[src/rtl/pulse_meter_pkg.sv]
// ============================================================================
// Module : pulse_meter_pkg
// Brief  : Shared constants and FSM encoding for the pulse meter/generator.
// Rev    : 1.0  initial release
// ============================================================================
`default_nettype none

package pulse_meter_pkg;

  localparam int          c_CNT_W       = 25;
  localparam int unsigned c_TIMEOUT     = 24_999_999;
  localparam int          c_SYNC_STAGES = 2;

  typedef enum logic [2:0] {
    S_IDLE      = 3'd0,
    S_WAIT_LOW  = 3'd1,
    S_WAIT_RISE = 3'd2,
    S_HIGH      = 3'd3,
    S_LOW       = 3'd4,
    S_DONE      = 3'd5
  } meter_state_t;

endpackage

`default_nettype wire

[src/rtl/pulse_meter_edge_sync.sv]
// ============================================================================
// Module : edge_sync
// Brief  : Flop-chain synchroniser with single-cycle rise/fall detection.
// Rev    : 1.0  initial release
// ============================================================================
`default_nettype none

module edge_sync #(
  parameter int SYNC_STAGES = 2
) (
  input  logic sys_clk,
  input  logic sys_rst,
  input  logic din,
  output logic sync,
  output logic rise,
  output logic fall
);

  logic [SYNC_STAGES-1:0] r_chain;
  logic                   r_sync_d;

  always_ff @(posedge sys_clk) begin
    if (sys_rst) begin
      r_chain  <= '0;
      r_sync_d <= 1'b0;
    end else begin
      r_chain  <= {r_chain[SYNC_STAGES-2:0], din};
      r_sync_d <= r_chain[SYNC_STAGES-1];
    end
  end

  assign sync = r_chain[SYNC_STAGES-1];
  assign rise =  sync & ~r_sync_d;
  assign fall = ~sync &  r_sync_d;

endmodule

`default_nettype wire

[src/rtl/pulse_meter.sv]
// ============================================================================
// Module : pulse_meter
// Brief  : Single-shot high-width and rise-to-rise period measurement.
// Rev    : 1.0  initial release
// ============================================================================
`default_nettype none

module pulse_meter
  import pulse_meter_pkg::*;
#(
  parameter int          CNT_W       = c_CNT_W,
  parameter int unsigned TIMEOUT     = c_TIMEOUT,
  parameter int          SYNC_STAGES = c_SYNC_STAGES
) (
  input  logic             sys_clk,
  input  logic             sys_rst,
  input  logic             arm,
  input  logic             pulse_in,
  output logic             busy,
  output logic             meas_valid,
  output logic [CNT_W-1:0] meas_width,
  output logic [CNT_W-1:0] meas_period,
  output logic             meas_timeout
);

  localparam logic [CNT_W-1:0] c_TMO = CNT_W'(TIMEOUT);
  localparam logic [CNT_W-1:0] c_ONE = CNT_W'(1);

  meter_state_t     r_state;
  logic [CNT_W-1:0] r_tmr;
  logic [CNT_W-1:0] r_wcnt;
  logic [CNT_W-1:0] r_pcnt;
  logic [CNT_W-1:0] r_wcap;
  logic             w_sync;
  logic             w_rise;
  logic             w_fall;
  logic             w_tmo;

  function automatic logic [CNT_W-1:0] sat_inc(input logic [CNT_W-1:0] v);
    return (&v) ? v : v + c_ONE;
  endfunction

  edge_sync #(
    .SYNC_STAGES(SYNC_STAGES)
  ) u_edge_sync (
    .sys_clk (sys_clk),
    .sys_rst (sys_rst),
    .din     (pulse_in),
    .sync    (w_sync),
    .rise    (w_rise),
    .fall    (w_fall)
  );

  // Only the four waiting states can expire; DONE always leaves next cycle.
  assign w_tmo = (r_state inside {S_WAIT_LOW, S_WAIT_RISE, S_HIGH, S_LOW}) &&
                 (r_tmr == c_TMO);

  always_ff @(posedge sys_clk) begin
    if (sys_rst) begin
      r_state      <= S_IDLE;
      r_tmr        <= '0;
      r_wcnt       <= '0;
      r_pcnt       <= '0;
      r_wcap       <= '0;
      busy         <= 1'b0;
      meas_valid   <= 1'b0;
      meas_width   <= '0;
      meas_period  <= '0;
      meas_timeout <= 1'b0;
    end else begin
      meas_valid <= 1'b0;
      if (r_state != S_IDLE) r_tmr <= r_tmr + c_ONE;

      if (w_tmo) begin
        r_state      <= S_DONE;
        r_tmr        <= '0;
        busy         <= 1'b0;
        meas_valid   <= 1'b1;
        meas_timeout <= 1'b1;
        meas_width   <= '0;
        meas_period  <= '0;
      end else begin
        case (r_state)
          S_IDLE: begin
            // Arming mid-pulse first waits for the low phase.
            if (arm) begin
              r_tmr   <= '0;
              busy    <= 1'b1;
              r_state <= w_sync ? S_WAIT_LOW : S_WAIT_RISE;
            end
          end
          S_WAIT_LOW: begin
            if (w_fall) begin
              r_tmr   <= '0;
              r_state <= S_WAIT_RISE;
            end
          end
          S_WAIT_RISE: begin
            if (w_rise) begin
              r_tmr   <= '0;
              r_wcnt  <= c_ONE;
              r_pcnt  <= c_ONE;
              r_state <= S_HIGH;
            end
          end
          S_HIGH: begin
            r_pcnt <= sat_inc(r_pcnt);
            if (w_fall) begin
              r_tmr   <= '0;
              r_wcap  <= r_wcnt;
              r_state <= S_LOW;
            end else begin
              r_wcnt <= sat_inc(r_wcnt);
            end
          end
          S_LOW: begin
            if (w_rise) begin
              r_tmr        <= '0;
              busy         <= 1'b0;
              meas_valid   <= 1'b1;
              meas_timeout <= 1'b0;
              meas_width   <= r_wcap;
              meas_period  <= r_pcnt;
              r_state      <= S_DONE;
            end else begin
              r_pcnt <= sat_inc(r_pcnt);
            end
          end
          S_DONE:  r_state <= S_IDLE;
          default: r_state <= S_IDLE;
        endcase
      end
    end
  end

endmodule

`default_nettype wire
[config.mk]
export PLATFORM = sky130hd
export DESIGN_NAME = pulse_meter
export DESIGN_NICKNAME = d
export VERILOG_FILES = /design/src/rtl/pulse_meter_pkg.sv /design/src/rtl/pulse_meter_edge_sync.sv /design/src/rtl/pulse_meter.sv
export SDC_FILE = /design/constraint.sdc
export NUM_CORES = 1
export LEC_CHECK = 0
export ABC_AREA = 1
export CAP_MARGIN = 5
export CORE_ASPECT_RATIO = 1.5
export CORE_UTILIZATION = 59
export CTS_CLUSTER_SIZE = 10
export DETAILED_ROUTE_END_ITERATION = 10
export GPL_ROUTABILITY_DRIVEN = 0
export PLACE_DENSITY = 0.81
export SYNTH_ARGS = -nofsm -noshare
export SYNTH_HDL_FRONTEND = slang
export SYNTH_SLANG_ARGS = --single-unit
[constraint.sdc]
create_clock -name sys_clk -period 2.55 [get_ports sys_clk]
set_clock_uncertainty 0.15 [all_clocks]
set_input_delay 0.255 -clock sys_clk [delete_from_list [all_inputs] [get_ports sys_clk]]
set_output_delay 0.255 -clock sys_clk [all_outputs]
set_load 0.005 [all_outputs]
==> metrics.cfg <==
[critical_path]
max_stage_delay_ns=0.46
arrival_ns=2.51
crit_fanout=14
crit_required_ns=2.75
worstSetupStartpoint=r_state[1]$_SDFFE_PP0P_
crit_path_end_kind=flip-flop
path_cells=inv_2 > nor2_2 > nand2_2 > nand2_1 > inv_2 > nor2_2 > buf_4 > o21ai_0 > a21oi_1
worst_setup_path_start_kind=flip-flop
rr_startpoint=r_state[1]$_SDFFE_PP0P_
path_class=reg -> reg
crit_slowest_cell=dfxtp_1

[min_path]
hp-start=sys_rst
hold_class=in -> reg

[drt]
route.detailed.drc=0
dr_wl_met2_um=10410
drtPass1Iterations=7
drt-total-wl_um=20330
vias_per_cell=5.500
drt_first_iter_violations=453
antenna_left=0
met3_length_um=992
m1WireLength_um=8233
topRoutingLayerUsed=met4
vias=7997
routedWlPerCell_um=13.98

[cells_and_area]
layout-drive-gt1-share_pct=6.795
final_area_um2=9271
antenna_cells=0
seq_area_um2=3183
nNetsFinal=1289
fillerInstances=1100
area_delta_synth_final_pct=16.58
multiInputGateArea_um2=4259

[grt]
grt_start_max_net_pins=75
grt-ovfl-total=0
grt_pass1_wl_um=33770
antenna_found_initial=0
grt_pass1_vias=7436
grt_util_all_layers_pct=29.60

[synth]
yosysSeqAreaShare_pct=40.03
synthAdderAreaFrac_pct=0.4720
synthMuxAreaShare_pct=0
synth_area_um2=7953
postSynthNetCount=1236
syn_avg_cell_area_um2=6.471
synth_top_family_by_area=simple AND/OR/NAND/NOR gates
synthDistinctLibCells=33
synth_warnings=0
yosys.area_share.simple_pct=36.69
synth_compound_area_share_pct=12.79
ys_ff_latch=159
synth_xor_area_share_pct=3.304
synthCells=1229

[placement]
dp.final_hpwl_um=13770
io_buffers=56
placed_area_um2=8676

[clocking]
clockBufferDepth=2
cts_buffers=17
clkTransAtPathRegs_ns=0.07
clkSinkCount=159
root_buffer=clkbuf_16
clk_latency_ns=0.44
cts_tree=done
cts_setup_buffers=0
htree_levels=4

[power]
leakage_nw=3.013
power.density_nw_per_um2=684.3
ir_worst_vdd_mv=0.4703

[floorplan]
core_region_area_um2=13080
dieArea_um2=13960
num_io_pins=57
start_util_pct=60.79
die_y_um=144.2
die_width_um=96.80
row_count=51

[sta]
fmax_mhz=433.8
fin_crit_ns=2.305
period_share_pct=90.40
setup_tns_ns=0
tightest_slew_ns=0.7668
setup_viol=0
slew_headroom_pct=48.88
rsz0062_at_grt=false
finalHoldViolations=0
final_max_slew_viol_count=0

[status]
status=finished clean

[flow_run]
drv_cap=0

[cell usage in the layout, fill, tap and decap left out, types with 6 or more instances in the layout]
cell	netlist	final
o21ai_0	28	28
inv_1	72	72
clkdlybuf4s50_1	0	55
xor2_1	16	16
nand4_1	15	15
o21ai_1	10	10
xnor2_1	14	14
dfxtp_1	159	159
inv_2	8	8
nor3_1	15	15
nand3_1	79	79
nor2_1	162	162
clkbuf_16	0	17
buf_4	8	26
nor2_2	8	6
nand2_1	416	415
a21oi_1	150	150
[per-layer routing]
layer | GRT usage (%) | vias up
li1 | - | 4069
met1 | 32.66 | 3647
met2 | 54.60 | 221
met3 | 4.495 | 60
met4 | 15.87 | 0
met5 | 0 | -
[cell type report]
class,count,area share [%]
repair buffers,82,8.097
multi-input cells,942,45.94
clock buffers,18,4.737
inverters,80,3.239
flip-flops and latches,159,34.33
well taps,159,2.146
clock inverters,14,1.511
[cell families after synthesis]
kind of cell | count (synthesis)
adder cells (fa/ha/maj) | 3
buffers and inverters | 129
flip-flops | 159
XOR/XNOR | 30
AO/OA/AOI/OAI | 198
AND/OR/NAND/NOR | 710
[cells in the mapped netlist, drive strengths merged]
master | instances | area (um2)
o21ai | 38 | 190.2
buf | 24 | 140.1
nor2 | 172 | 680.7
nand3 | 82 | 425.4
o21bai | 3 | 22.52
inv | 80 | 300.3
a21oi | 150 | 750.7
nor4 | 1 | 6.260
o2111ai | 1 | 8.760
clkbuf | 25 | 93.84
xor2 | 16 | 140.1
dfxtp | 159 | 3183
nand3b | 1 | 7.510
a22oi | 2 | 15.01
nand4 | 16 | 106.4
or2 | 1 | 6.260
ha | 3 | 37.54
o211ai | 3 | 22.52
a21o | 1 | 7.510
nor3 | 16 | 85.08
nor3b | 2 | 15.01
xnor2 | 14 | 122.6
nand2 | 419 | 1585
[state kept, by name (all words and copies together) (netlist names)]
| name | flops |
|---|---|
| r_tmr | 25 |
| meas_valid | 1 |
| meas_width | 25 |
| u_edge_sync.r_sync_d | 1 |
| r_wcnt | 25 |
| busy | 1 |
| r_wcap | 25 |
| r_pcnt | 25 |
| meas_period | 25 |
| meas_timeout | 1 |
| u_edge_sync.r_chain | 2 |
| r_state | 3 |
[power by group]
part	switching, W	leakage [nW]	total [W]	internal [W]
Clock	0.00117	0.281	0.00250	0.00133
Combinational	0.000866	1.45	0.00118	0.000316
Sequential	0.000103	1.28	0.00267	0.00256
[metrics by stage]
| step | utilization (%) | instances | total power [W] | setup slack, ns | hold slack, ns |
|---|---|---|---|---|---|
| floorplan | - | 1229 | 0.003560 | 0.5300 | 0.2120 |
| global placement | 66.32 | 1421 | 0.003841 | 0.2620 | 0.2722 |
| detailed placement | 66.32 | 1421 | 0.003868 | 0.1347 | 0.2712 |
| CTS | 70.75 | 1453 | 0.006334 | 0.1148 | 0.08074 |
| global route | 70.88 | 1454 | 0.006602 | 0.02946 | 0.1005 |
| finish | 70.88 | 1454 | 0.006344 | 0.2448 | 0.08348 |
[final timing paths]
check                                                         end  slack (ns)  cells after the start
worst max-delay path                      r_pcnt[15]$_SDFFE_PP0P_        0.24                      9
worst min-delay path                      r_pcnt[22]$_SDFFE_PP0P_        0.08                      4
worst max register to register            r_pcnt[15]$_SDFFE_PP0P_        0.24                      9
worst min register to register  u_edge_sync.r_chain[1]$_SDFF_PP0_        0.29                      2
[critical path, delay by kind of cell (launching register included)]
family	cells	cell delay, ns
compound gates	2	0.25
buf+inv	3	0.39
flops	1	0.46
simple gates	4	0.98
[repair_timing]
action                     4_1_cts  5_1_grt
hold endpoints to repair         0        0
setup endpoints to repair        0       31
hold buffers                     0        0
gates resized for setup          0        2
(Power assumes the default switching activity.)
